`config.mk`:
```
export PLATFORM = sky130hd
export DESIGN_NAME = spi_slave_shifter
export DESIGN_NICKNAME = d
export VERILOG_FILES = /design/src/rtl/spi_pkg.sv /design/src/rtl/spi_sync_edge.sv /design/src/rtl/spi_slave_shifter.sv
export SDC_FILE = /design/constraint.sdc
export NUM_CORES = 1
export LEC_CHECK = 0
export BUFFER_PORTS_ARGS = -buffer_cell sky130_fd_sc_hd__clkbuf_2
export CAP_MARGIN = 20
export CORE_ASPECT_RATIO = 0.6
export CORE_MARGIN = 5
export CORE_UTILIZATION = 30
export DETAILED_ROUTE_END_ITERATION = 8
export PLACE_DENSITY = 0.59
export SYNTH_ARGS = -nofsm -noshare
export SYNTH_HDL_FRONTEND = slang
export SYNTH_HIERARCHICAL = 1
export SYNTH_SLANG_ARGS = --single-unit
```
`constraint.sdc`:
```
create_clock -name clk -period 2.66 [get_ports clk]
set_input_delay 0.532 -clock clk [delete_from_list [all_inputs] [get_ports clk]]
set_output_delay 0.532 -clock clk [all_outputs]
set_load 0.03 [all_outputs]
```
`src/rtl/spi_pkg.sv`:
```
// Shared types and constants for the SPI mode-0 slave front end.
package spi_pkg;

    typedef enum logic {IDLE, SHIFT} spi_state_t;

    localparam int unsigned SYNC_STAGES = 2;

endpackage

```
`src/rtl/spi_sync_edge.sv`:
```
// Two-flop synchroniser for an asynchronous pin, with a trailing flop for edge detection.
module spi_sync_edge
    import spi_pkg::*;
(
    input  logic clk_i,
    input  logic reset_i,
    input  logic d_i,
    output logic level_o,
    output logic rise_o,
    output logic fall_o
);

    logic [SYNC_STAGES-1:0] sync_q;
    logic                   prev_q;

    always_ff @(posedge clk_i) begin
        if (reset_i) begin
            sync_q <= '0;
            prev_q <= 1'b0;
        end else begin
            sync_q <= {sync_q[SYNC_STAGES-2:0], d_i};
            prev_q <= sync_q[SYNC_STAGES-1];
        end
    end

    always_comb begin
        level_o = sync_q[SYNC_STAGES-1];
        rise_o  = level_o & ~prev_q;
        fall_o  = ~level_o & prev_q;
    end

endmodule

```
`src/rtl/spi_slave_shifter.sv`:
```
// SPI mode-0 slave: oversamples SCLK/MOSI/CS_N on clk, deserialises N-bit words onto data/load
// and serialises tx_data onto MISO within the same frame.
module spi_slave_shifter
    import spi_pkg::*;
#(
    parameter int unsigned N         = 8,
    parameter bit          MSB_FIRST = 1'b1
) (
    input  logic         clk,
    input  logic         reset,
    input  logic         sclk,
    input  logic         mosi,
    input  logic         cs_n,
    input  logic [N-1:0] tx_data,
    output logic         miso,
    output logic [N-1:0] data,
    output logic         load,
    output logic         busy,
    output logic         frame_err
);

    localparam int unsigned CW = $clog2(N);
    localparam logic [CW-1:0] LastCnt = CW'(N - 1);

    logic sclk_rise, sclk_fall, sclk_level_unused;
    logic cs_start, cs_end, cs_level_unused;
    logic mosi_s, mosi_rise_unused, mosi_fall_unused;

    spi_sync_edge u_sync_sclk (
        .clk_i   (clk),
        .reset_i (reset),
        .d_i     (sclk),
        .level_o (sclk_level_unused),
        .rise_o  (sclk_rise),
        .fall_o  (sclk_fall)
    );

    // cs_n is active low: its falling edge starts a frame, its rising edge ends one.
    spi_sync_edge u_sync_cs (
        .clk_i   (clk),
        .reset_i (reset),
        .d_i     (cs_n),
        .level_o (cs_level_unused),
        .rise_o  (cs_end),
        .fall_o  (cs_start)
    );

    spi_sync_edge u_sync_mosi (
        .clk_i   (clk),
        .reset_i (reset),
        .d_i     (mosi),
        .level_o (mosi_s),
        .rise_o  (mosi_rise_unused),
        .fall_o  (mosi_fall_unused)
    );

    spi_state_t    state_q, state_d;
    logic [CW-1:0] cnt_q, cnt_d;
    logic [N-1:0]  rx_q, rx_d, rx_next;
    logic [N-1:0]  tx_q, tx_d, tx_shifted;
    logic [N-1:0]  data_q, data_d;
    logic          load_q, load_d;
    logic          err_q, err_d;
    logic          reload_q, reload_d;

    always_comb begin
        state_d    = state_q;
        cnt_d      = cnt_q;
        rx_d       = rx_q;
        tx_d       = tx_q;
        data_d     = data_q;
        reload_d   = reload_q;
        load_d     = 1'b0;
        err_d      = 1'b0;
        rx_next    = MSB_FIRST ? {rx_q[N-2:0], mosi_s} : {mosi_s, rx_q[N-1:1]};
        tx_shifted = MSB_FIRST ? {tx_q[N-2:0], 1'b0} : {1'b0, tx_q[N-1:1]};

        unique case (state_q)
            IDLE: begin
                if (cs_start) begin
                    state_d  = SHIFT;
                    tx_d     = tx_data;
                    cnt_d    = '0;
                    rx_d     = '0;
                    reload_d = 1'b0;
                end
            end
            SHIFT: begin
                // cs_end takes priority over any SCLK edge seen in the same cycle.
                if (cs_end) begin
                    state_d = IDLE;
                    err_d   = (cnt_q != '0);
                end else begin
                    if (sclk_rise) begin
                        rx_d = rx_next;
                        if (cnt_q == LastCnt) begin
                            cnt_d    = '0;
                            data_d   = rx_next;
                            load_d   = 1'b1;
                            reload_d = 1'b1;
                        end else begin
                            cnt_d = cnt_q + 1'b1;
                        end
                    end
                    // The fall after a completed word fetches the next transmit word.
                    if (sclk_fall) begin
                        reload_d = 1'b0;
                        tx_d     = reload_q ? tx_data : tx_shifted;
                    end
                end
            end
            default: state_d = IDLE;
        endcase
    end

    always_ff @(posedge clk) begin
        if (reset) begin
            state_q  <= IDLE;
            cnt_q    <= '0;
            rx_q     <= '0;
            tx_q     <= '0;
            data_q   <= '0;
            load_q   <= 1'b0;
            err_q    <= 1'b0;
            reload_q <= 1'b0;
        end else begin
            state_q  <= state_d;
            cnt_q    <= cnt_d;
            rx_q     <= rx_d;
            tx_q     <= tx_d;
            data_q   <= data_d;
            load_q   <= load_d;
            err_q    <= err_d;
            reload_q <= reload_d;
        end
    end

    always_comb begin
        busy      = (state_q == SHIFT);
        miso      = busy ? (MSB_FIRST ? tx_q[N-1] : tx_q[0]) : 1'b0;
        data      = data_q;
        load      = load_q;
        frame_err = err_q;
    end

endmodule

```
==> run metrics, run 1 <==
nature of the critical path endpoint flop; WL final 2761 um; First-pass DRT Iterations 4; Routed wire per std cell 11.60 um; Setup Fix Bufs, Post-CTS 0; Worst Max-Slew Pin Slew 0.5365 ns; gr ovfl total 0; Peak Freq 572.1 MHz; first-pass GRT wire length 4864 um; Arrival @ worst endpoint 1.96 ns; Placed Instances 230; Layout Area Growth over Synthesis 20.21%; share of layout cells above drive strength 1 20.57%; clk root buf clkbuf_8; Syn Nets 166; syn avg cell area 9.743 um^2; Tmin final 1.748 ns; worst-path maximum fanout 9; final hold vios 0; Detailed Place HPWL 1966 um; CTS H-tree lvls 2; Die Y 64.06 um; Synth Instances 150; Clk Latency, worst-skew pair 0.29 ns; Slowest-stage cell, CP or2_0; Final Setup Violations 0; worst min path class reg -> reg; Starting Density 31.52%; Slew Limit Headroom 64.23%; IO Pins 25; GPL Wtd Cong 0.7582; Syn. warnings 6; worst vdd ir 0.2749 mV; unrepaired setup endpoints after global routing no; Final Max Slew Viols 0; CTS tree yes; R2R Setup Slk 0.91 ns; Slowest Stage Delay on Critical Path 0.42 ns; initial drt markers 67; max-cap viol count 0; cell area after synthesis 0.001461 mm^2; Clock Skew 0.007698 ns; antenna violations before repair 0; status complete, no violations; vias in the first global route 1040; DRC 0; GRT Overall Usage 9.629%; hold_ws 0.4311 ns; Vias/cell 4.567; Pleak 0.7611 nW; setup_tns 0 ns; Pwr Density 689.6 mW/mm^2; Crit path required time 2.87 ns; post-route non-filler standard cell count 238; n_diodes 0; CP cell instances nor2b_1 -> and3b_1 -> or2_0 -> a211oi_2; final-stage net count 190; die width 100.1 um; CP Class reg -> reg; Filler Cell Count 466; core region area 0.004636 mm^2; Clock transition at path regs 0.08 ns; final period utilization 65.71%; via count 1087; CTS buffer count 5; Buffers & Inverters on Critical Path 0; FP Rows 19; CTS resizes 0; post-route ant nets 0; port bufs 24; CTS hold repair buffers 0; Die ar. 0.006413 mm^2; delay-heaviest family, CP simple AND/OR/NAND/NOR gates; CP Launch Type flop; fin util 37.89%; clock buffer depth 2; Clock Sinks 38; largest net degree at the start of global routing 27
-- worst paths after layout --
| path | cells after the start | end | startpoint |
|---|---|---|---|
| worst max-delay path | 4 | reload_q | u_sync_cs/sync_q[1] |
| worst max register to register | 4 | reload_q | u_sync_cs/sync_q[1] |
| worst min-delay path | 1 | u_sync_mosi/sync_q[1] | u_sync_mosi/sync_q[0] |
| worst min register to register | 1 | u_sync_mosi/sync_q[1] | u_sync_mosi/sync_q[0] |
-- metrics by stage --
step	total power, W	setup slack (ns)	area, um^2
2_1_floorplan	0.0006270	1.104	1461
5_1_grt	0.001263	0.7928	1757
3_5_place_dp	0.0006432	0.9130	1619
3_3_place_gp	0.0006425	0.9661	1619
6_report	0.001211	0.9121	1757
4_1_cts	0.001228	0.9297	1757
-- worst reg2reg max path: stages (launching register included) --
cell	delay, ns
dfxtp_1	0.34
nor2b_1	0.33
and3b_1	0.33
or2_0	0.42
a211oi_2	0.25
-- cells in the final DEF, fill, tap and decap left out, types with 2 or more instances in the layout --
master     count
dfxtp_1       38
clkbuf_2      24
nand2_1       20
a21oi_1       18
nor2b_1       14
a22o_1         7
mux2i_1        7
o31ai_1        7
clkbuf_8       5
nor2_1         4
inv_1          3
nand3_1        3
ha_1           3
nand2b_1       2
bufinv_16      2
-- sequential cells by signal, indices dropped and copies added, names as in the netlist, 2 cells and up --
| register | count |
|---|---|
| data | 8 |
| tx_q | 8 |
| rx_q | 7 |
| cnt_q | 3 |
| u_sync_cs/sync_q | 2 |
| u_sync_mosi/sync_q | 2 |
| u_sync_sclk/sync_q | 2 |
-- area by class of cell --
| cell class | instances | area, um^2 | share of cell area (%) |
|---|---|---|---|
| clock buffers | 5 | 68.82 | 3.917 |
| clock inverters | 3 | 68.82 | 3.917 |
| inverters | 4 | 15.01 | 0.8547 |
| multi-input cells | 100 | 636.9 | 36.25 |
| flip-flops and latches | 38 | 760.7 | 43.30 |
| well taps | 63 | 78.83 | 4.487 |
| repair buffers | 25 | 127.6 | 7.265 |
-- metal layers --
| metal | global-route usage [%] | share of wire, % | vias up |
|---|---|---|---|
| met4 | 5.042 | 1.1 | 0 |
| li1 | - | - | 566 |
| met1 | 12.93 | 53 | 491 |
| met2 | 13.37 | 40 | 28 |
| met5 | 0 | 0 | - |
| met3 | 3.587 | 5.7 | 2 |
-- where the power goes --
part,internal [W],switching (W)
sequential,0.000578,0.00000534
clock,0.000376,0.000206
combinational,0.0000206,0.0000257
Power figures use the tool's default switching activity.
==> run 2, diff against run 1 <==
clock period = 1.8 ns   (was 2.66 ns; I/O delays follow)
==> run metrics, run 2 (synthesized netlist as in run 1, its figures left out) <==
status complete, no violations; commonest non-fill, non-tap cell in the layout dfxtp_1; Tmin final 1.574 ns (-0.1738 ns); port bufs 24 (unchanged); CTS tree yes; Peak Freq 635.3 MHz (+11%); Post-Layout Inst Area 0.001725 mm^2 (-1.8%); CTS resizes 0 (unchanged); area of the multi-input gates 636.9 um^2 (unchanged); Die ar. 0.006413 mm^2 (unchanged); DR top layer met4; Final Max Slew Viols 0 (unchanged); worst vdd ir 0.3754 mV (+37%); setup_tns 0 ns (unchanged); first-pass GRT wire length 4761 um (-2.1%); CP Class reg -> reg; total power 0.001473 W (+22%); Slew Limit Headroom 68.62% (+4.4 points); Pleak 0.7521 nW (-1.2%); reg2reg end rx_q[1]; post-route ant nets 0 (unchanged); worst min path class in -> reg; core region area 0.004636 mm^2 (unchanged); FP Rows 19 (unchanged); power share of the combinational group 4.8% (+1.0 points); CTS H-tree lvls 2 (unchanged); Layout Area Growth over Synthesis 18.06%; post-route non-filler standard cell count 241 (+1.3%); max-cap viol count 0 (unchanged); die width 100.1 um (unchanged); clk root buf clkbuf_8; Critical Path End rx_q[1]; CTS hold repair buffers 0 (unchanged); GRT Overall Usage 9.361% (-0.27 points); nature of the critical path endpoint flop; Crit path required time 2.03 ns (-0.84 ns); routed wl met2 1065 um (-3.6%); First-pass DRT Iterations 4 (unchanged); unrepaired setup endpoints after global routing no; Setup Fix Bufs, Post-CTS 0 (unchanged); final-stage net count 194 (+2.1%); Routed wire per std cell 11.37 um (-2.0%); WL final 2739 um (-0.80%); worst-path maximum fanout 7 (-2); initial drt markers 52 (-22%); Clk Latency, worst-skew pair 0.29 ns (about the same); Filler Cell Count 483 (+3.6%); DRC 0 (unchanged); RR Startpoint u_sync_cs/sync_q[1]; vias in the first global route 1083 (+4.1%); Arrival @ worst endpoint 1.81 ns (-0.15 ns); fin util 37.22% (-0.67 points); Die Y 64.06 um (unchanged); met3 wire len 126 um (-19%); IO Pins 25 (unchanged); Clock Sinks 38 (unchanged); Starting Density 31.52% (unchanged); M1 WL 1535 um (+4.5%); CTS buffer count 5 (unchanged); Detailed Place HPWL 1974 um (+0.40%); R2R Setup Slk 0.23 ns (-0.69 ns); Reg area 760.7 um^2 (unchanged); Worst Max-Slew Pin Slew 0.4707 ns (-0.06577 ns); Clock Power Share 36.6% (-11 points); GPL Wtd Cong 0.7556 (-0.34%); Clock transition at path regs 0.07 ns (about the same); clock buffer depth 2 (unchanged); CP Launch Type flop; crit path from u_sync_cs/sync_q[1]; antenna violations before repair 0 (unchanged); Placement Cell Area 0.001649 mm^2 (+1.9%); Placed Instances 234 (+1.7%); via count 1090 (+0.28%); worst-case reg-to-reg path depth 4 (unchanged); n_diodes 0 (unchanged); Clock Skew 0.006015 ns (-0.001683 ns); Vias/cell 4.523 (-0.97%); leading cell types in the layout, fill and taps excluded 38 x dfxtp_1, 24 x clkbuf_2, 20 x nand2_1, 18 x a21oi_1, 14 x nor2b_1; final period utilization 87.45% (+22 points); largest net degree at the start of global routing 20 (-26%); share of layout cells above drive strength 1 20.79% (+0.22 points); final hold vios 0 (unchanged); P_sw 0.0003185 W (+34%); Seq pwr share 58.6% (+10 points); Final Setup Violations 0 (unchanged); gr ovfl total 0 (unchanged); Pwr Density 853.5 mW/mm^2 (+24%); Net Sw Frac 21.63% (+2.1 points); P_int 0.001154 W (+18%)
run 2: changes by cell type in the layout (fill, tap and decap cells not counted), sizes merged:
cell	delta
buf	+4
bufinv	-2
clkbuf	+2
clkinv	-1
run 2: how the worst min path moves through the flow:
stage | slack, ns | cells after the start | end | from
CTS | 0.28 | 2 | u_sync_sclk/sync_q[0] | sclk
floorplan | 0.41 | 1 | u_sync_cs/sync_q[1] | u_sync_cs/sync_q[0]
global placement | 0.42 | 1 | u_sync_sclk/sync_q[1] | u_sync_sclk/sync_q[0]
global route | 0.28 | 2 | u_sync_sclk/sync_q[0] | sclk
finish | 0.28 | 2 | u_sync_sclk/sync_q[0] | sclk
detailed placement | 0.42 | 1 | u_sync_sclk/sync_q[1] | u_sync_sclk/sync_q[0]
run 2: power groups by stage:
stage | logic [W] | registers, W | clock network, W
finish | 0.0000709 | 0.000862 | 0.000539
global route | 0.0000802 | 0.000864 | 0.000594
CTS | 0.0000717 | 0.000862 | 0.000554
detailed placement | 0.0000717 | 0.000882 | 0
global placement | 0.0000715 | 0.000881 | 0
floorplan | 0.0000466 | 0.000880 | 0
run 2: worst max-delay path: stages, from the launching register on:
cell,delay [ns]
dfxtp_1,0.34
nor2b_1,0.31
and3b_2,0.27
nor3_2,0.40
a22o_1,0.20
run 2: cell type report:
| type | count | share of cell area (%) |
|---|---|---|
| sequential | 38 | 44.09 |
| multi-input combinational | 100 | 36.91 |
| timing repair buffer | 29 | 9.137 |
| tap | 63 | 4.569 |
| clock buffer | 7 | 4.424 |
| inverter | 4 | 0.8702 |
run 2: metal layers:
metal  vias up  track usage, %
met5         -               0
met4         0           3.025
met3         2           4.239
met2        23           13.46
met1       490           12.50
li1        575               -
run 2: metrics by stage:
step                      worst slack [ns]  hold slack (ns)
after floorplan                     0.3323           0.4138
after global placement              0.2810           0.4237
after detailed placement            0.2488           0.4204
after CTS                           0.2252           0.2752
after global routing               0.02907           0.2755
final                               0.2259           0.2789
